$ cat src/rtl/mux_demux_pkg.sv
// Shared types and constants for the logic-equation self-check harness.
package mux_demux_pkg;

  localparam int SETTLE_W = 4;
  localparam logic [7:0] DEFAULT_MINTERMS = 8'h5B;

  typedef enum logic [1:0] {
    IDLE,
    DRIVE,
    SAMPLE,
    DONE
  } state_t;

endpackage

$ cat src/rtl/truth_table_sweeper.sv
// Walks all 8 {A,B,C} combinations into a logic-equation block, captures Y for
// each and compares the resulting truth table against an expected minterm mask.
module truth_table_sweeper
  import mux_demux_pkg::*;
#(
  parameter logic [7:0] EXP_MINTERMS = DEFAULT_MINTERMS,
  parameter int         SETTLE       = 2
) (
  input  logic       clk_i,
  input  logic       rst_i,
  input  logic       start_i,
  input  logic       y_i,
  output logic [2:0] abc_o,
  output logic       busy_o,
  output logic       done_o,
  output logic [7:0] table_o,
  output logic [7:0] mismatch_o,
  output logic       pass_o
);

  localparam logic [SETTLE_W-1:0] RELOAD = SETTLE_W'(SETTLE - 1);

  state_t              state_q, state_d;
  logic [2:0]          idx_q, idx_d;
  logic [SETTLE_W-1:0] cnt_q, cnt_d;
  logic [2:0]          abc_d;
  logic [7:0]          table_d, mismatch_d;
  logic                pass_d, done_d, busy_d;

  always_ff @(posedge clk_i) begin
    if (rst_i) begin
      state_q    <= IDLE;
      idx_q      <= '0;
      cnt_q      <= '0;
      abc_o      <= '0;
      busy_o     <= 1'b0;
      done_o     <= 1'b0;
      table_o    <= '0;
      mismatch_o <= '0;
      pass_o     <= 1'b0;
    end else begin
      state_q    <= state_d;
      idx_q      <= idx_d;
      cnt_q      <= cnt_d;
      abc_o      <= abc_d;
      busy_o     <= busy_d;
      done_o     <= done_d;
      table_o    <= table_d;
      mismatch_o <= mismatch_d;
      pass_o     <= pass_d;
    end
  end

  always_comb begin
    state_d    = state_q;
    idx_d      = idx_q;
    cnt_d      = cnt_q;
    abc_d      = abc_o;
    table_d    = table_o;
    mismatch_d = mismatch_o;
    pass_d     = pass_o;
    done_d     = 1'b0;

    case (state_q)
      IDLE: begin
        if (start_i) begin
          state_d    = DRIVE;
          table_d    = '0;
          mismatch_d = '0;
          pass_d     = 1'b0;
          idx_d      = '0;
          abc_d      = '0;
          cnt_d      = RELOAD;
        end
      end
      DRIVE: begin
        abc_d = idx_q;
        if (cnt_q == '0) state_d = SAMPLE;
        else             cnt_d   = cnt_q - 1'b1;
      end
      SAMPLE: begin
        table_d[idx_q] = y_i;
        // Verdict is formed from the table including this final sample.
        if (idx_q == 3'd7) begin
          state_d    = DONE;
          mismatch_d = table_d ^ EXP_MINTERMS;
          pass_d     = (table_d == EXP_MINTERMS);
        end else begin
          state_d = DRIVE;
          idx_d   = idx_q + 3'd1;
          abc_d   = idx_q + 3'd1;
          cnt_d   = RELOAD;
        end
      end
      DONE: begin
        done_d  = 1'b1;
        state_d = IDLE;
      end
      default: state_d = IDLE;
    endcase

    busy_d = (state_d == DRIVE) || (state_d == SAMPLE);
  end

endmodule
$ cat config.mk
export PLATFORM = sky130hd
export DESIGN_NAME = truth_table_sweeper
export DESIGN_NICKNAME = d
export VERILOG_FILES = /design/src/rtl/mux_demux_pkg.sv /design/src/rtl/truth_table_sweeper.sv
export SDC_FILE = /design/constraint.sdc
export NUM_CORES = 1
export LEC_CHECK = 0
export BUFFER_PORTS_ARGS = -buffer_cell sky130_fd_sc_hd__buf_4
export CAP_MARGIN = 20
export CORE_UTILIZATION = 50
export CTS_CLUSTER_DIAMETER = 40
export DETAILED_ROUTE_END_ITERATION = 8
export GPL_ROUTABILITY_DRIVEN = 1
export PLACE_DENSITY_LB_ADDON = 0.08
export SLEW_MARGIN = 20
export SYNTH_ARGS = -nofsm -noshare
export SYNTH_HDL_FRONTEND = slang
export SYNTH_SLANG_ARGS = --single-unit
$ cat constraint.sdc
create_clock -name clk_i -period 2.13 [get_ports clk_i]
set_input_delay 0.213 -clock clk_i [delete_from_list [all_inputs] [get_ports clk_i]]
set_output_delay 0.213 -clock clk_i [all_outputs]
set_load 0.005 [all_outputs]
==> reports/qor.txt <==
RSZ-0062 raised after global routing: false
wire length on met2: 1564 um
syn_nets: 205
post-synthesis adder-cell area fraction: 7.663%
Synth Area in Simple Gates: 22.45%
first-pass detailed-route iteration total: 4
Seq/Total Area, Yosys: 38.01%
fin area: 1931 um^2
Switch Pwr: 737.1 uW
CTS Sinks: 31
Area growth syn-to-layout: 18.24%
count of cell types in the netlist: 38
DP Area: 1862 um^2
CTS clock-pin slew for the worst setup and hold paths: 90 ps
RR Startpoint: state_q[0]
clock share of power: 20.9%
Die Span Y: 59.15 um
final-report setup violation count: 0
hold_buf cts: 0
Seq cells post-synth: 31
main combinational cell family by area after synthesis: simple AND/OR/NAND/NOR gates
WP data arrival: 2210 ps
Worst Setup EP: cnt_q[2]
worst setup path startpoint: state_q[0]
vias: 1449
fmax: 507.3 MHz
part of the power in registers: 37.6%
Comb pwr share: 41.5%
yosys warns: 0
DRT Wirelength: 3670 um
# DRC: 0
Post-CTS Setup Bufs: 0
fraction of power spent switching nets: 39.16%
Worst-Skew Late Latency: 340 ps
I/O Buffers: 25
vias in the first global route: 1298
# rows: 20
Clock H-tree levels: 2
die area: 3498 um^2
DRT iter0 DRCs: 78
R2R Setup Slk: 160 ps
average size of a mapped cell: 8.549 um^2
Setup TNS Final: 0 ps
global-route wire length before repair: 6182 um
met1 wire length: 1819 um
clk root buf: clkbuf_4
CTS tree: yes
post-route clock period utilization: 92.54%
Post-DP HPWL: 2573 um
Post-Syn Instances: 191
post-CTS resize count: 0
worst vdd ir: 0.5077 mV
grt ovf: 0
status: complete, no violations
internal power contribution: 1145 uW
Worst slew margin: 68.97%
FF-to-FF End: cnt_q[2]
Starting Density: 53.05%
post-DR wirelength/cell: 14.01 um
Fin. Hold Viols: 0
Post-Synth XOR/XNOR Area: 2.146%
layout cell share with drive strength beyond 1: 17.89%
Pleak: 0.0008133 uW
routability congestion estimate: 0.8618
Clock Skews: 5.302 ps
total track usage: 23.93%
startpoint types: register
Post-DRT Antenna Nets: 0
Setup crit end kind: register
fin nets: 231
via density per instance: 5.531
Final Max Slew Viols: 0
Worst-Margin Slew: 461.5 ps
Fillers: 288
Die X: 59.15 um
pin count of the biggest net entering global routing: 32
worst hold path class: primary input to register
# diodes: 0
top layer in use: met4
core area: 3078 um^2
antenna violations before repair: 0
Max Cap Viol: 0
multiplexer area fraction after synthesis: 5.594%
WS Path Type: register to register
post-synthesis compound-gate area fraction: 19.16%
synthesized area: 1633 um^2
crit path max fanout: 14
# IOs: 26
Critical Path RT: 2370 ps
Num CTS Buffers: 5
routed length on met3: 232 um
Clock Path Buffers: 2
PD cells: 974.9 nW/um^2
Period minus WS final: 1971 ps
worst r2r path cells: 6
-- cell type report --
cell class,instances,area (um^2),area share (%)
flip-flops and latches,31,620.6,32.15
repair buffers,29,217.7,11.28
well taps,44,55.05,2.852
clock buffers,8,68.82,3.564
multi-input cells,140,930.9,48.22
inverters,10,37.54,1.944
-- cells in the mapped netlist --
library cell | count | area (um^2)
a221o_1 | 1 | 10.01
and3_1 | 1 | 6.260
nor3b_1 | 2 | 15.01
mux2i_1 | 8 | 80.08
xnor2_1 | 2 | 17.52
a211oi_1 | 2 | 15.01
a22o_1 | 2 | 17.52
nor2b_1 | 5 | 31.28
nor2_1 | 33 | 123.9
nand3_1 | 5 | 25.02
buf_2 | 5 | 25.02
a22oi_1 | 10 | 75.07
dfxtp_1 | 31 | 620.6
nand2b_1 | 4 | 25.02
mux2_2 | 1 | 11.26
nor3_1 | 5 | 25.02
o21bai_1 | 1 | 7.510
o21ai_0 | 4 | 20.02
o31ai_1 | 1 | 7.510
a2111o_1 | 1 | 11.26
o22ai_1 | 1 | 6.260
ha_1 | 10 | 125.1
or3b_1 | 1 | 8.760
a32oi_1 | 3 | 26.28
nor4bb_1 | 2 | 20.02
clkbuf_1 | 5 | 18.77
a2bb2oi_1 | 3 | 26.28
a31oi_1 | 2 | 12.51
xor2_1 | 2 | 17.52
o21ai_1 | 4 | 20.02
nand3b_1 | 4 | 30.03
nor4b_2 | 1 | 15.01
or2_1 | 1 | 6.260
o211ai_1 | 1 | 7.510
nand2_1 | 6 | 22.52
nor4_2 | 1 | 12.51
a21oi_1 | 10 | 50.05
inv_1 | 10 | 37.54
-- sequential cells by signal (all words and copies together), names as in the netlist --
| signal | count |
|---|---|
| done_o | 1 |
| mismatch_o | 8 |
| state_q | 2 |
| table_o | 8 |
| cnt_q | 4 |
| pass_o | 1 |
| busy_o | 1 |
| idx_q | 3 |
| abc_o | 3 |
-- power groups by stage --
stage | registers (uW) | clock network (uW) | logic, uW
after floorplan | 715 | 0 | 602
after global placement | 714 | 0 | 745
after detailed placement | 723 | 0 | 775
after CTS | 708 | 408 | 775
after global routing | 717 | 435 | 873
final | 707 | 394 | 782
-- layer usage --
metal	vias to the layer above	track usage, %
li1	727	-
met1	672	33.06
met2	43	34.09
met3	7	6.114
met4	0	12.59
met5	-	0
-- metrics by stage --
step                util, %  power, uW  hold slack [ps]  std cells  worst slack (ps)
finish                62.72       1882            241.9        262             158.9
floorplan                 -       1317            397.8        191             412.6
CTS                   62.72       1891            232.0        262             152.6
global placement      60.49       1459            448.4        254             295.3
global route          62.72       2025            243.7        262             44.81
detailed placement    60.49       1497            455.6        254             172.4
-- cells by family (layout without fill, tap and decap cells) --
kind of cell,Yosys count,after routing
mux,9,9
flops,31,31
fa+ha+maj,10,10
compound gates,46,46
simple gates,71,71
xor+xnor,4,4
buf+inv,20,47
-- worst min-delay path by stage --
stage	from	end	slack [ps]	cells after the start
after global routing	rst_i	cnt_q[1]	240	2
after global placement	abc_o[2]	abc_o[2]	450	2
after CTS	rst_i	idx_q[0]	230	2
final	rst_i	table_o[5]	240	2
after detailed placement	abc_o[1]	abc_o[1]	460	2
after floorplan	rst_i	pass_o	400	3
-- cell usage in the layout, fill, tap and decap left out, types with 2 or more instances in the layout --
master,Yosys,routed
nor2_1,33,33
dfxtp_1,31,31
buf_4,0,29
inv_1,10,10
a22oi_1,10,10
a21oi_1,10,10
ha_1,10,10
mux2i_1,8,8
nand2_1,6,6
nor2b_1,5,5
nor3_1,5,5
nand3_1,5,5
clkbuf_4,0,5
nand2b_1,4,4
o21ai_1,4,4
nand3b_1,4,4
o21ai_0,4,4
a2bb2oi_1,3,3
a32oi_1,3,3
nor3b_1,2,2
a22o_1,2,2
a211oi_1,2,2
nor4bb_1,2,2
xor2_1,2,2
a31oi_1,2,2
xnor2_1,2,2
clkbuf_8,0,2
-- worst max-delay path, stage by stage, from the launching register on --
cell and delay (ps):
dfxtp_1 400, inv_1 120, ha_1 380, a2111o_1 530, or2_1 240, xor2_1 140, nor2_1 50
No activity file was read; power rests on OpenSTA's default activity.
